--- src/rtl/alu_cmd_driver.sv ---
`default_nettype none
// ============================================================================
// Module      : alu_cmd_driver
// Description : Command-side driver for a 4-bit combinational ALU.
//               Host commands (operands, opcode, shift-input select) are
//               buffered in a DEPTH-entry FIFO. They are issued one at a
//               time onto registered ALU inputs. The ALU result and carry
//               are captured one cycle later and returned in order on a
//               valid/ready response channel.
// Revision    : 1.0 - initial release
// ----------------------------------------------------------------------------
// Parameters
//   DEPTH       command FIFO depth in entries (power of two, >= 2)
// Ports
//   clk         clock, rising edge
//   rst         asynchronous active-high reset
//   cmd_valid   host command valid
//   cmd_ready   FIFO can accept a command (not full)
//   cmd_a/b     4-bit operands
//   cmd_op      3-bit ALU opcode
//   cmd_sel     shift-input select
//   alu_a/b     registered operands to the ALU
//   alu_opcode  registered opcode to the ALU
//   alu_in_sel  registered shift-input select to the ALU
//   alu_out     ALU result
//   alu_carry   ALU carry
//   rsp_valid   response valid
//   rsp_ready   host accepts the response
//   rsp_out     captured result
//   rsp_carry   captured carry
//   rsp_op      opcode that produced the response
//   busy        FSM not idle or FIFO non-empty
//   cmd_count   FIFO occupancy
// Configuration
//   ALU_CMD_DRV_SKIP_NOP_EN  when defined, popped opcode-000 commands are
//                            discarded without driving the ALU or responding.
// ============================================================================
module alu_cmd_driver #(
  parameter int DEPTH = 4
) (
  input  logic                     clk,
  input  logic                     rst,
  input  logic                     cmd_valid,
  output logic                     cmd_ready,
  input  logic [3:0]               cmd_a,
  input  logic [3:0]               cmd_b,
  input  logic [2:0]               cmd_op,
  input  logic                     cmd_sel,
  output logic [3:0]               alu_a,
  output logic [3:0]               alu_b,
  output logic [2:0]               alu_opcode,
  output logic                     alu_in_sel,
  input  logic [3:0]               alu_out,
  input  logic                     alu_carry,
  output logic                     rsp_valid,
  input  logic                     rsp_ready,
  output logic [3:0]               rsp_out,
  output logic                     rsp_carry,
  output logic [2:0]               rsp_op,
  output logic                     busy,
  output logic [$clog2(DEPTH):0]   cmd_count
);

  localparam int AW = $clog2(DEPTH);
  localparam int CW = AW + 1;
  localparam int EW = 12;

  typedef enum logic [1:0] {
    ST_IDLE  = 2'd0,
    ST_DRIVE = 2'd1,
    ST_RESP  = 2'd2
  } state_t;

  // --------------------------------------------------------------------------
  // Command FIFO. Entry layout: {sel, op[2:0], b[3:0], a[3:0]}.
  // Pointers are exactly AW bits wide so wrap-around is free for a
  // power-of-two depth; occupancy is tracked separately.
  // --------------------------------------------------------------------------
  logic [EW-1:0] r_mem [DEPTH];
  logic [AW-1:0] r_wr_ptr;
  logic [AW-1:0] r_rd_ptr;
  logic [CW-1:0] r_count;

  logic          w_full;
  logic          w_empty;
  logic          w_push;
  logic          w_pop;
  logic [EW-1:0] w_head;
  logic          w_head_nop;

  assign w_full  = (r_count == CW'(DEPTH));
  assign w_empty = (r_count == '0);
  // Readiness depends on occupancy only; a same-cycle pop does not free a slot
  assign w_push  = cmd_valid && !w_full;
  assign w_head  = r_mem[r_rd_ptr];

`ifdef ALU_CMD_DRV_SKIP_NOP_EN
  assign w_head_nop = (w_head[10:8] == 3'b000);
`else
  assign w_head_nop = 1'b0;
`endif

  always_ff @(posedge clk) begin
    if (w_push) begin
      r_mem[r_wr_ptr] <= {cmd_sel, cmd_op, cmd_b, cmd_a};
    end
  end

  always_ff @(posedge clk or posedge rst) begin
    if (rst) begin
      r_wr_ptr <= '0;
      r_rd_ptr <= '0;
      r_count  <= '0;
    end else begin
      if (w_push) begin
        r_wr_ptr <= r_wr_ptr + AW'(1);
      end
      if (w_pop) begin
        r_rd_ptr <= r_rd_ptr + AW'(1);
      end
      case ({w_push, w_pop})
        2'b10:   r_count <= r_count + CW'(1);
        2'b01:   r_count <= r_count - CW'(1);
        default: r_count <= r_count;
      endcase
    end
  end

  // --------------------------------------------------------------------------
  // Sequencing FSM
  // --------------------------------------------------------------------------
  state_t r_state;
  state_t w_next;
  logic   w_load;
  logic   w_capture;
  logic   w_rsp_clear;

  always_ff @(posedge clk or posedge rst) begin
    if (rst) begin
      r_state <= ST_IDLE;
    end else begin
      r_state <= w_next;
    end
  end

  always_comb begin
    w_next      = r_state;
    w_pop       = 1'b0;
    w_load      = 1'b0;
    w_capture   = 1'b0;
    w_rsp_clear = 1'b0;
    case (r_state)
      ST_IDLE: begin
        if (!w_empty) begin
          w_pop = 1'b1;
          // A skipped NOP is consumed here and the FSM stays idle
          if (!w_head_nop) begin
            w_load = 1'b1;
            w_next = ST_DRIVE;
          end
        end
      end
      ST_DRIVE: begin
        w_capture = 1'b1;
        w_next    = ST_RESP;
      end
      ST_RESP: begin
        // rsp_valid is always high in this state, so rsp_ready alone is
        // the handshake
        if (rsp_ready) begin
          w_rsp_clear = 1'b1;
          w_next      = ST_IDLE;
          if (!w_empty) begin
            w_pop = 1'b1;
            if (!w_head_nop) begin
              w_load = 1'b1;
              w_next = ST_DRIVE;
            end
          end
        end
      end
      default: begin
        w_next = ST_IDLE;
      end
    endcase
  end

  // --------------------------------------------------------------------------
  // ALU drive registers: they hold the last issued command when idle
  // --------------------------------------------------------------------------
  logic [3:0] r_alu_a;
  logic [3:0] r_alu_b;
  logic [2:0] r_alu_opcode;
  logic       r_alu_in_sel;

  always_ff @(posedge clk or posedge rst) begin
    if (rst) begin
      r_alu_a      <= '0;
      r_alu_b      <= '0;
      r_alu_opcode <= '0;
      r_alu_in_sel <= 1'b0;
    end else if (w_load) begin
      r_alu_a      <= w_head[3:0];
      r_alu_b      <= w_head[7:4];
      r_alu_opcode <= w_head[10:8];
      r_alu_in_sel <= w_head[11];
    end
  end

  // --------------------------------------------------------------------------
  // Response registers. The ALU sits combinationally between the drive
  // registers and these, so capture happens at the end of DRIVE.
  // --------------------------------------------------------------------------
  logic       r_rsp_valid;
  logic [3:0] r_rsp_out;
  logic       r_rsp_carry;
  logic [2:0] r_rsp_op;

  always_ff @(posedge clk or posedge rst) begin
    if (rst) begin
      r_rsp_valid <= 1'b0;
      r_rsp_out   <= '0;
      r_rsp_carry <= 1'b0;
      r_rsp_op    <= '0;
    end else if (w_capture) begin
      r_rsp_valid <= 1'b1;
      r_rsp_out   <= alu_out;
      r_rsp_carry <= alu_carry;
      r_rsp_op    <= r_alu_opcode;
    end else if (w_rsp_clear) begin
      r_rsp_valid <= 1'b0;
    end
  end

  // --------------------------------------------------------------------------
  // Outputs
  // --------------------------------------------------------------------------
  assign cmd_ready  = !w_full;
  assign cmd_count  = r_count;
  assign busy       = (r_state != ST_IDLE) || !w_empty;
  assign alu_a      = r_alu_a;
  assign alu_b      = r_alu_b;
  assign alu_opcode = r_alu_opcode;
  assign alu_in_sel = r_alu_in_sel;
  assign rsp_valid  = r_rsp_valid;
  assign rsp_out    = r_rsp_out;
  assign rsp_carry  = r_rsp_carry;
  assign rsp_op     = r_rsp_op;

endmodule
`default_nettype wire
--- config.mk ---
export PLATFORM = sky130hd
export DESIGN_NAME = alu_cmd_driver
export DESIGN_NICKNAME = d
export VERILOG_FILES = /design/src/rtl/alu_cmd_driver.sv
export SDC_FILE = /design/constraint.sdc
export NUM_CORES = 1
export LEC_CHECK = 0
export CORE_AREA = 10 10 102 104
export CTS_BUF_LIST = sky130_fd_sc_hd__clkbuf_8 sky130_fd_sc_hd__clkbuf_16
export DETAILED_ROUTE_END_ITERATION = 10
export DIE_AREA = 0 0 112 114
export SYNTH_ARGS = -nofsm -noshare
export SYNTH_HDL_FRONTEND = slang
export SYNTH_SLANG_ARGS = --single-unit
--- constraint.sdc ---
create_clock -name clk -period 2.94 [get_ports clk]
set_clock_uncertainty 0.05 [all_clocks]
set_input_delay 0.441 -clock clk [delete_from_list [all_inputs] [get_ports clk]]
set_output_delay 0.441 -clock clk [all_outputs]
set_load 0.005 [all_outputs]
==> run_results.csv <==
group,metric,value,unit
clocking,clk_latency,350,ps
drt,met1_length,2350,µm
timing,finalCritPeriodShare,76.8,%
drt,num_vias,1551,
timing,maxSlewHeadroom,53.4,%
floorplanning,fp.coreArea,8470,µm²
clocking,cts_tree,"built",
drt,final_antenna_net_count,0,
worst_setup_path,worstPathArrival,2480,ps
timing,final.setup.worst_slack,683,ps
floorplanning,die_height,114,µm
finish,fill_cells,757,
floorplanning,die_w,112,µm
finish,num-nets-final,239,
synth,synth_top_area_share,46.5,%
drt,drt_pre_antenna_iters,4,
clocking,cts_hold_buf,0,
job,maxCapViolCount,0,
timing,post-route-min-period,2260,ps
worst_setup_path,critPathKind,"reg -> reg",
drt,post_drt_wl_per_cell,17.0,µm
placement,place.gp.congestion,0.688,
floorplanning,io-pin-count,47,
timing,final-max-slew-violation-count,0,
worst_setup_path,r2r_start,"cmd_count[0]",
clocking,cts_root_buf,"clkbuf_8",
clocking,htreeDepth,3,
timing,tightestPinTransition,699,ps
floorplanning,start_util,36.6,%
synth,synth_fp_nets,183,
global_route,grt_pass1_vias,1656,
placement,io_buffers,46,
worst_setup_path,cp-start-kind,"flip-flop",
clocking,post_cts_buffers,0,
finish,regArea,2190,µm²
drt,drc,0,
synth,ys_top_cells_by_count,"edfxtp_1, dfrtp_1, mux2_2",
worst_setup_path,cp_max_fo,6,
hold_path,hold_class,"in -> async",
clocking,cts_resized,0,
finish,design_area,3840,µm²
power,p_total,3.96,mW
drt,wl_met3,322,µm
timing,setup_violations,0,
power,p_leak,1.45,nW
timing,tns,0,ps
power,power_density,1030,nW/µm²
timing,fmax,0.443,GHz
clocking,clock-sinks,78,
timing,rsz0062_at_grt,"false",
placement,dp_hpwl,3720,µm
global_route,grtUsageTotal,8.88,%
clocking,cts_buffers,9,
global_route,overflow,0,
finish,multi_input_area,830,µm²
timing,hold_viol_final,0,
synth,synth_edf_count,48,
worst_setup_path,critical_path.startpoint,"cmd_count[0]",
worst_setup_path,r2r_cells,9,
timing,hold_ws,429,ps
power,peakVddDrop,456,µV
drt,viasPerCell,4.77,
synth,synth_area_per_cell,19.9,µm²
global_route,antenna_found_initial,0,
placement,pre_cts_slack,407,ps
clocking,clockBufferDepth,2,
worst_setup_path,rrSetupSlack,680,ps
finish,diodes,0,
drt,routed_wl,5530,µm
global_route,grt_max_degree,31,
finish,layout-drive-gt1-share,24.0,%
drt,highest-signal-layer,"met4",
clocking,cts.clk_slew.worst_paths,80,ps
synth,ys_seq_area_share,70.7,%
worst_setup_path,end_kind,"flip-flop",
synth,yosysMostFrequentCell,"edfxtp_1",
synth,synthArstFlopShare,38.5,%
synth,ys_top_cells_by_area,"edfxtp_1, dfrtp_1, mux4_2, mux2_4, mux2_2",
finish,area_growth,23.7,%
synth,ys_types,28,
outcome,status,"finished, final reports clean",
synth,yosysWarnings,0,
worst_setup_path,worstPathRequired,3170,ps
synth,synthesis.area,3100,µm²
synth,synth_top_area_cell,"edfxtp_1",
synth,ys_seq_elements,78,
drt,first_iter_violations,32,
global_route,grt_pass1_wl,8690,µm
floorplanning,fp-row-count,34,
synth,synth_ff_type,"edfxtp_1",
floorplanning,die-area,12800,µm²
synth,synthCells,156,
worst_setup_path,rr_endpoint,"cmd_count[2]",
placement,dpl_cell_area,3670,µm²
drt,met2_length,2750,µm
==> power by group <==
group / switching (mW) / internal [mW]
logic: 0.561 / 0.947
registers: 0.231 / 1.54
clock network: 0.377 / 0.299
==> layout make-up <==
type / count / share of cell area (%)
clock buffer: 9 / 3.23
multi-input combinational: 65 / 21.6
timing repair buffer: 49 / 12.6
sequential: 78 / 57.1
inverter: 9 / 0.880
clock inverter: 7 / 1.04
tap: 108 / 3.52
==> routing by layer <==
| metal | vias up | global-route usage, % |
|---|---|---|
| met5 | - | 0 |
| met4 | 0 | 4.06 |
| met3 | 12 | 3.52 |
| met2 | 48 | 14.7 |
| met1 | 790 | 9.88 |
| li1 | 701 | - |
==> worst max-delay path: stages (launching register included) <==
cell and delay, ps:
dfrtp_1 430, or3b_4 440, and2_4 190, inv_1 50, ha_1 170, inv_1 60, fa_1 370, xor2_1 170
nor2_1 110, xor2_1 150
==> cell usage in the layout (no fill, tap or decap) <==
master / n
edfxtp_1: 48
clkdlybuf4s50_1: 46
dfrtp_1: 30
mux2_2: 12
mux4_2: 10
inv_1: 9
mux2_4: 9
clkbuf_8: 9
ha_1: 5
xor2_1: 4
and3_1: 4
clkinv_1: 3
buf_4: 3
xnor2_1: 2
nor2_1: 2
nand2_1: 2
mux4_1: 2
a21oi_1: 2
clkinvlp_4: 2
nor3_2: 1
and2b_1: 1
nor3_4: 1
mux2i_1: 1
nor3_1: 1
or3b_4: 1
and2_4: 1
nor2_4: 1
a21o_1: 1
nor4b_1: 1
fa_1: 1
clkinv_2: 1
inv_6: 1
==> through the flow <==
step           utilization [%]  instances
2_1_floorplan                -        156
6_report                  45.3        325
3_3_place_gp              43.4        309
3_5_place_dp              43.4        309
5_1_grt                   45.3        325
4_1_cts                   45.3        325
==> worst max path at each step <==
stage / cells past startpoint / endpoint / slack, ps
global route: 9 / cmd_count[2] / 520
detailed placement: 9 / cmd_count[2] / 410
finish: 9 / cmd_count[2] / 680
floorplan: 9 / cmd_count[2] / 750
global placement: 9 / cmd_count[2] / 450
CTS: 3 / busy / 650
==> cells by family after synthesis <==
group	after synthesis	share of synthesized area [%]
flops	78	70.7
mux	34	18.0
simple gates	16	3.83
buf+inv	13	2.58
xor+xnor	6	1.69
fa+ha+maj	6	2.66
compound gates	3	0.565
==> sequential cells by signal, indices dropped and copies added, names as in the netlist <==
signal and flops:
alu_a 4, r_wr_ptr 2, rsp_carry 1, r_state 2
cmd_count 3, alu_in_sel 1, r_mem 48, alu_b 4
alu_opcode 3, r_rd_ptr 2, rsp_op 3, rsp_valid 1
rsp_out 4
Power figures use the tool's default switching activity.
